### src/rtl/mem_access_ctrl.sv
// Load/store sequencer: walks one lw/sw through decode, address generation,
// a req/ack memory transaction and register write-back, then pulses done or error.
module mem_access_ctrl #(
    parameter int DATA_W  = 32,
    parameter int TIMEOUT = 16
) (
    input  logic              clk,
    input  logic              reset,
    input  logic              instr_valid,
    output logic              instr_ready,
    input  logic [31:0]       instruction,
    output logic [4:0]        rf_raddr1,
    output logic [4:0]        rf_raddr2,
    input  logic [DATA_W-1:0] rf_rdata1,
    input  logic [DATA_W-1:0] rf_rdata2,
    output logic              rf_we,
    output logic [4:0]        rf_waddr,
    output logic [DATA_W-1:0] rf_wdata,
    output logic [DATA_W-1:0] alu_a,
    output logic [DATA_W-1:0] alu_b,
    output logic [2:0]        alu_control,
    input  logic [DATA_W-1:0] alu_result,
    output logic              mem_req,
    output logic              mem_we,
    output logic [DATA_W-1:0] mem_addr,
    output logic [DATA_W-1:0] mem_wdata,
    input  logic [DATA_W-1:0] mem_rdata,
    input  logic              mem_ack,
    output logic              done,
    output logic              error
);

    localparam logic [5:0] OP_LW = 6'h23;
    localparam logic [5:0] OP_SW = 6'h2B;
    localparam int CNT_W = $clog2(TIMEOUT + 1);
    localparam logic [CNT_W-1:0] CNT_LAST = CNT_W'(TIMEOUT - 1);

    typedef enum logic [2:0] {
        S_IDLE, S_DECODE, S_EXEC, S_MEM, S_WB, S_DONE, S_ERR
    } state_t;

    state_t            r_state;
    state_t            w_next;
    logic [31:0]       r_instr;
    logic [DATA_W-1:0] r_base;
    logic [DATA_W-1:0] r_sdata;
    logic [DATA_W-1:0] r_ldata;
    logic [DATA_W-1:0] r_addr;
    logic [CNT_W-1:0]  r_cnt;

    logic [5:0]  w_op;
    logic [4:0]  w_rt;
    logic [15:0] w_imm;
    logic        w_is_sw;
    logic        w_is_mem;

    assign w_op     = r_instr[31:26];
    assign w_rt     = r_instr[20:16];
    assign w_imm    = r_instr[15:0];
    assign w_is_sw  = (w_op == OP_SW);
    assign w_is_mem = (w_op == OP_LW) || w_is_sw;

    assign rf_raddr1   = r_instr[25:21];
    assign rf_raddr2   = w_rt;
    assign rf_waddr    = w_rt;
    assign rf_wdata    = r_ldata;
    assign alu_a       = r_base;
    assign alu_b       = {{(DATA_W-16){w_imm[15]}}, w_imm};
    assign alu_control = 3'b010;
    assign mem_addr    = r_addr;
    assign mem_wdata   = r_sdata;

    always_ff @(posedge clk) begin
        if (!reset) begin
            r_state <= S_IDLE;
        end else begin
            r_state <= w_next;
        end
    end

    always_comb begin
        w_next      = r_state;
        instr_ready = 1'b0;
        mem_req     = 1'b0;
        mem_we      = 1'b0;
        rf_we       = 1'b0;
        done        = 1'b0;
        error       = 1'b0;
        case (r_state)
            S_IDLE: begin
                instr_ready = reset;
                if (instr_valid) w_next = S_DECODE;
            end
            S_DECODE: w_next = w_is_mem ? S_EXEC : S_ERR;
            S_EXEC:   w_next = (alu_result[1:0] != 2'b00) ? S_ERR : S_MEM;
            S_MEM: begin
                mem_req = 1'b1;
                mem_we  = w_is_sw;
                // The count indexes the current MEM cycle, so the last one is TIMEOUT-1.
                if (mem_ack)                w_next = w_is_sw ? S_DONE : S_WB;
                else if (r_cnt == CNT_LAST) w_next = S_ERR;
            end
            S_WB: begin
                rf_we  = (w_rt != 5'd0);
                w_next = S_DONE;
            end
            S_DONE: begin
                done   = 1'b1;
                w_next = S_IDLE;
            end
            S_ERR: begin
                error  = 1'b1;
                w_next = S_IDLE;
            end
            default: w_next = S_IDLE;
        endcase
    end

    always_ff @(posedge clk) begin
        if (!reset) begin
            r_instr <= '0;
            r_base  <= '0;
            r_sdata <= '0;
            r_ldata <= '0;
            r_addr  <= '0;
            r_cnt   <= '0;
        end else begin
            case (r_state)
                S_IDLE:   if (instr_valid) r_instr <= instruction;
                S_DECODE: begin
                    r_base <= rf_rdata1;
                    if (w_is_sw) r_sdata <= rf_rdata2;
                end
                S_EXEC: begin
                    r_addr <= alu_result;
                    r_cnt  <= '0;
                end
                S_MEM: begin
                    if (mem_ack) begin
                        if (!w_is_sw) r_ldata <= mem_rdata;
                    end else begin
                        r_cnt <= r_cnt + 1'b1;
                    end
                end
                default: ;
            endcase
        end
    end

endmodule
### config.mk
export PLATFORM = sky130hd
export DESIGN_NAME = mem_access_ctrl
export DESIGN_NICKNAME = d
export VERILOG_FILES = /design/src/rtl/mem_access_ctrl.sv
export SDC_FILE = /design/constraint.sdc
export NUM_CORES = 1
export LEC_CHECK = 0
export ABC_AREA = 1
export BUFFER_PORTS_ARGS = -buffer_cell sky130_fd_sc_hd__buf_4
export CAP_MARGIN = 5
export CORE_AREA = 2 2 135 137
export CTS_CLUSTER_SIZE = 12
export DETAILED_ROUTE_END_ITERATION = 8
export DIE_AREA = 0 0 137 139
export PLACE_DENSITY = 0.68
export SLEW_MARGIN = 20
export SYNTH_ARGS = -nofsm -noshare
export SYNTH_HDL_FRONTEND = slang
export SYNTH_SLANG_ARGS = --single-unit
export TNS_END_PERCENT = 20
### constraint.sdc
create_clock -name clk -period 3.2 [get_ports clk]
set_input_delay 0.16 -clock clk [delete_from_list [all_inputs] [get_ports clk]]
set_output_delay 0.16 -clock clk [all_outputs]
set_load 0.01 [all_outputs]
==> results.md <==
- Outcome: complete, no violations
- Layout cells sized above 1: between 30% and 40%
- Post-synthesis xor/xnor area fraction: 0%
- Max rail drop VDD: around 0.00052 V
- Clock skew: 0.008334 ns
- Mux contribution to synthesized area: 0%
- Internal power: approximately 0.0047 W
- DRT antenna net count: 0
- Sequential share of power: between 30% and 40%
- Clk slew on worst S/H paths: roughly 0.060 ns
- Critical path's most frequent cell: nand2_1
- Avg Cell Area, Syn: approximately 7.8 um2
- I/O pin count: between 300 and 400
- Crit path DAT: roughly 2.3 ns
- P per Cell Area: 728.3 mW/mm2
- CP max stage cell: buf_4
- Slew margin rel.: between 20% and 30%
- Initial antenna violation count: 0
- Synthesized cell area: around 0.0065 mm2
- Worst Hold Slack: 0.008871 ns
- TNS Setup: 0 ns
- Clock latency on the worst-skew pair: 0.42 ns
- Final period util: 63.69%
- Starting density of the core: roughly 37%
- Switch share: 35.73%
- Net Switching: 0.002628 W
- Prevailing post-synth register cell: dfxtp_1
- Sequential Area: roughly 0.0034 mm2
- Core Box Area: ~0.018 mm2
- Hold Vio Cnt, Final: 0
- RSZ-0062 raised after global routing: no
- Total power draw: 0.007354 W
- N_diodes: 0
- Setup-failing EPs final: 0
- Post-Syn Instances: between 800 and 900
- WL per Instance: between 10 and 15 um
- Slew Viols, Final: 0
- Delay of the slowest cell on the worst path: roughly 0.54 ns
- EDFF count, synth: 0
- Post-synthesis simple-gate area fraction: a little under a quarter
- Routed WL: 20.87 mm
- Largest net degree at the start of global routing: 98
- Die width: between 100 and 150 um
- Global route hottest layer: met2
- Root Buffer: clkbuf_16
- Yosys reg bits: 168
- CP Max Fanout: 66
- H-tree depth: 4
- Port Buffers: roughly 340
- Post-synthesis compound-gate area fraction: a little over an eighth
- Layout net count: 1346
- Slew @ Worst Pin: 1.098 ns
- Fin crit period: roughly 2.0 ns
- Vias in the first global route: 6199
- Commonest cells after routing, fill and taps aside: buf_4, dfxtp_1, nand2_1
- Critical Path RT: about 3.4 ns
- FF-to-FF setup slack: about 1.2 ns
- Post-DP HPWL: about 14 mm
- TritonCTS clock tree: built
- CP Buf/Inv Count: 2
- DRC: 0
- Multi-input gate area: between 0.002 and 0.0025 mm2
- Placer congestion estimate: between 0.7 and 0.8
- CP Capture Type: register
- Setup crit start kind: register
- Met1 GRT Util: 23.97%
- Crit-path cells: nand2_1, nor2_4, buf_4, nand2_1, buf_4, nand2_1, a21oi_1
- Fillers: 1586
- Combinational power share: a little over a third
- Main combinational cell family by area after synthesis: simple AND/OR/NAND/NOR gates
- GRT Total Usage: around a fifth
- Grt total ovfl: 0
- Post-cts resize count: 0
- GR Util met2: a little over a third
- Synth cell types: 28
- Post-synthesis adder-cell area fraction: less than 1%
- Rows: 49
- Cts bufs inserted: 17
- Synthesis Warnings: 0
- Clock power frac: 26.0%
- DR vias: around 6700
- Starting DRT DRC Count: approximately 310
- Fraction of registers with async set/reset: 0%
- Fmax: between 400 and 500 MHz
- DR pass1 iterations: 5
- Worst min-delay path category: primary input to register
- DR vias/cell: 4.701
- Clock buffer depth: 2
- Die height: ~140 um
- Most common library cell in the layout ignoring fill and taps: buf_4
- Leakage: 4.492 nW
- Register area share after synthesis: between 50% and 60%
- Die Area: 0.01904 mm2
- Clock net sink count: ~170
- Delay-heaviest family, CP: buffers and inverters
- Max Cap Viol: 0
- Routing usage on met3: 6.506%
- Syn-to-layout area delta: 55.06%
- First-pass GRT wire length: 31.46 mm
- Crit Path Class: register to register
==> power by group through the flow <==
stage	sequential, W	combinational, W	clock, W
finish	0.00282	0.00263	0.00191
global route	0.00287	0.00288	0.00205
CTS	0.00281	0.00265	0.00197
detailed placement	0.00285	0.00256	0
global placement	0.00284	0.00254	0
floorplan	0.00294	0.00152	0
==> worst reg2reg max path: cells and delay by family, from the launching register on <==
family	cells	cell delay [ns]
AOI/OAI and AO/OA	1	0.06
DFF	1	0.47
buffers and inverters	2	0.80
and+or+nand+nor	4	0.54
==> metrics by stage <==
step | setup WS (ns) | util [%] | area [um2] | instances
6_report | 1.162 | 57.19 | 10100 | 1420
5_1_grt | 0.9737 | 57.19 | 10100 | 1420
4_1_cts | 1.152 | 57.19 | 10100 | 1420
3_5_place_dp | 1.186 | 49.68 | 8772 | 1311
3_3_place_gp | 1.247 | 49.68 | 8772 | 1311
2_1_floorplan | 1.882 | - | 6516 | 837
==> state kept, by name, indices dropped and copies added (netlist names) <==
register / flops
alu_a: 32
mem_addr: 32
mem_wdata: 32
r_cnt: 5
r_instr: 32
r_state: 3
rf_wdata: 32
==> final cells by class <==
type	instances	area share, %
clock buffer	19	4.287
clock inverter	11	1.016
inverter	18	0.6691
multi-input combinational	544	23.89
sequential	168	33.30
tap	229	2.837
timing repair buffer	431	34.00
==> cells in the mapped netlist (2+ instances only) <==
| cell | count | area [um2] |
|---|---|---|
| nand3_1 | 67 | 335.3 |
| clkbuf_1 | 20 | 75.07 |
| nor3_1 | 2 | 10.01 |
| buf_1 | 2 | 7.510 |
| ha_1 | 2 | 25.02 |
| nand2_1 | 143 | 536.8 |
| buf_4 | 59 | 442.9 |
| conb_1 | 2 | 7.510 |
| o21ai_1 | 4 | 20.02 |
| inv_2 | 3 | 11.26 |
| buf_2 | 20 | 100.1 |
| nor2_2 | 4 | 25.02 |
| dfxtp_1 | 168 | 3363 |
| o21ai_0 | 68 | 340.3 |
| inv_1 | 15 | 56.30 |
| a21oi_1 | 101 | 505.5 |
| buf_6 | 4 | 45.04 |
| nor2_1 | 141 | 529.3 |
| clkbuf_2 | 2 | 10.01 |
==> metal layers <==
layer / wire [um] / up-vias
li1: - / 3348
met5: 0 / -
met2: 10270 / 255
met4: 359 / 0
met1: 8423 / 3043
met3: 1812 / 29
==> path summary, 6_finish.rpt <==
check / from / end / cells after the start
hold reg to reg: r_instr[28]$_SDFFE_PN0P_ / r_instr[28]$_SDFFE_PN0P_ / 2
setup reg to reg: r_state[0]$_SDFFE_PN0P_ / mem_wdata[8]$_SDFFE_PN0P_ / 7
setup / recovery: r_state[0]$_SDFFE_PN0P_ / mem_wdata[8]$_SDFFE_PN0P_ / 7
hold / removal: mem_rdata[9] / rf_wdata[9]$_SDFFE_PN0P_ / 3
==> timing repair <==
action                    4_1_cts  5_1_grt
setup buffers                   0        0
hold buffers                   79        0
hold endpoints to repair       79        0
==> logic make-up (layout without fill, tap and decap cells) <==
group	Yosys count	after routing
AND/OR/NAND/NOR	364	364
AO/OA/AOI/OAI	175	175
flip-flops	168	168
buffers and inverters	125	479
adder cells (fa/ha/maj)	2	2
other	2	3
(Power assumes the default switching activity.)
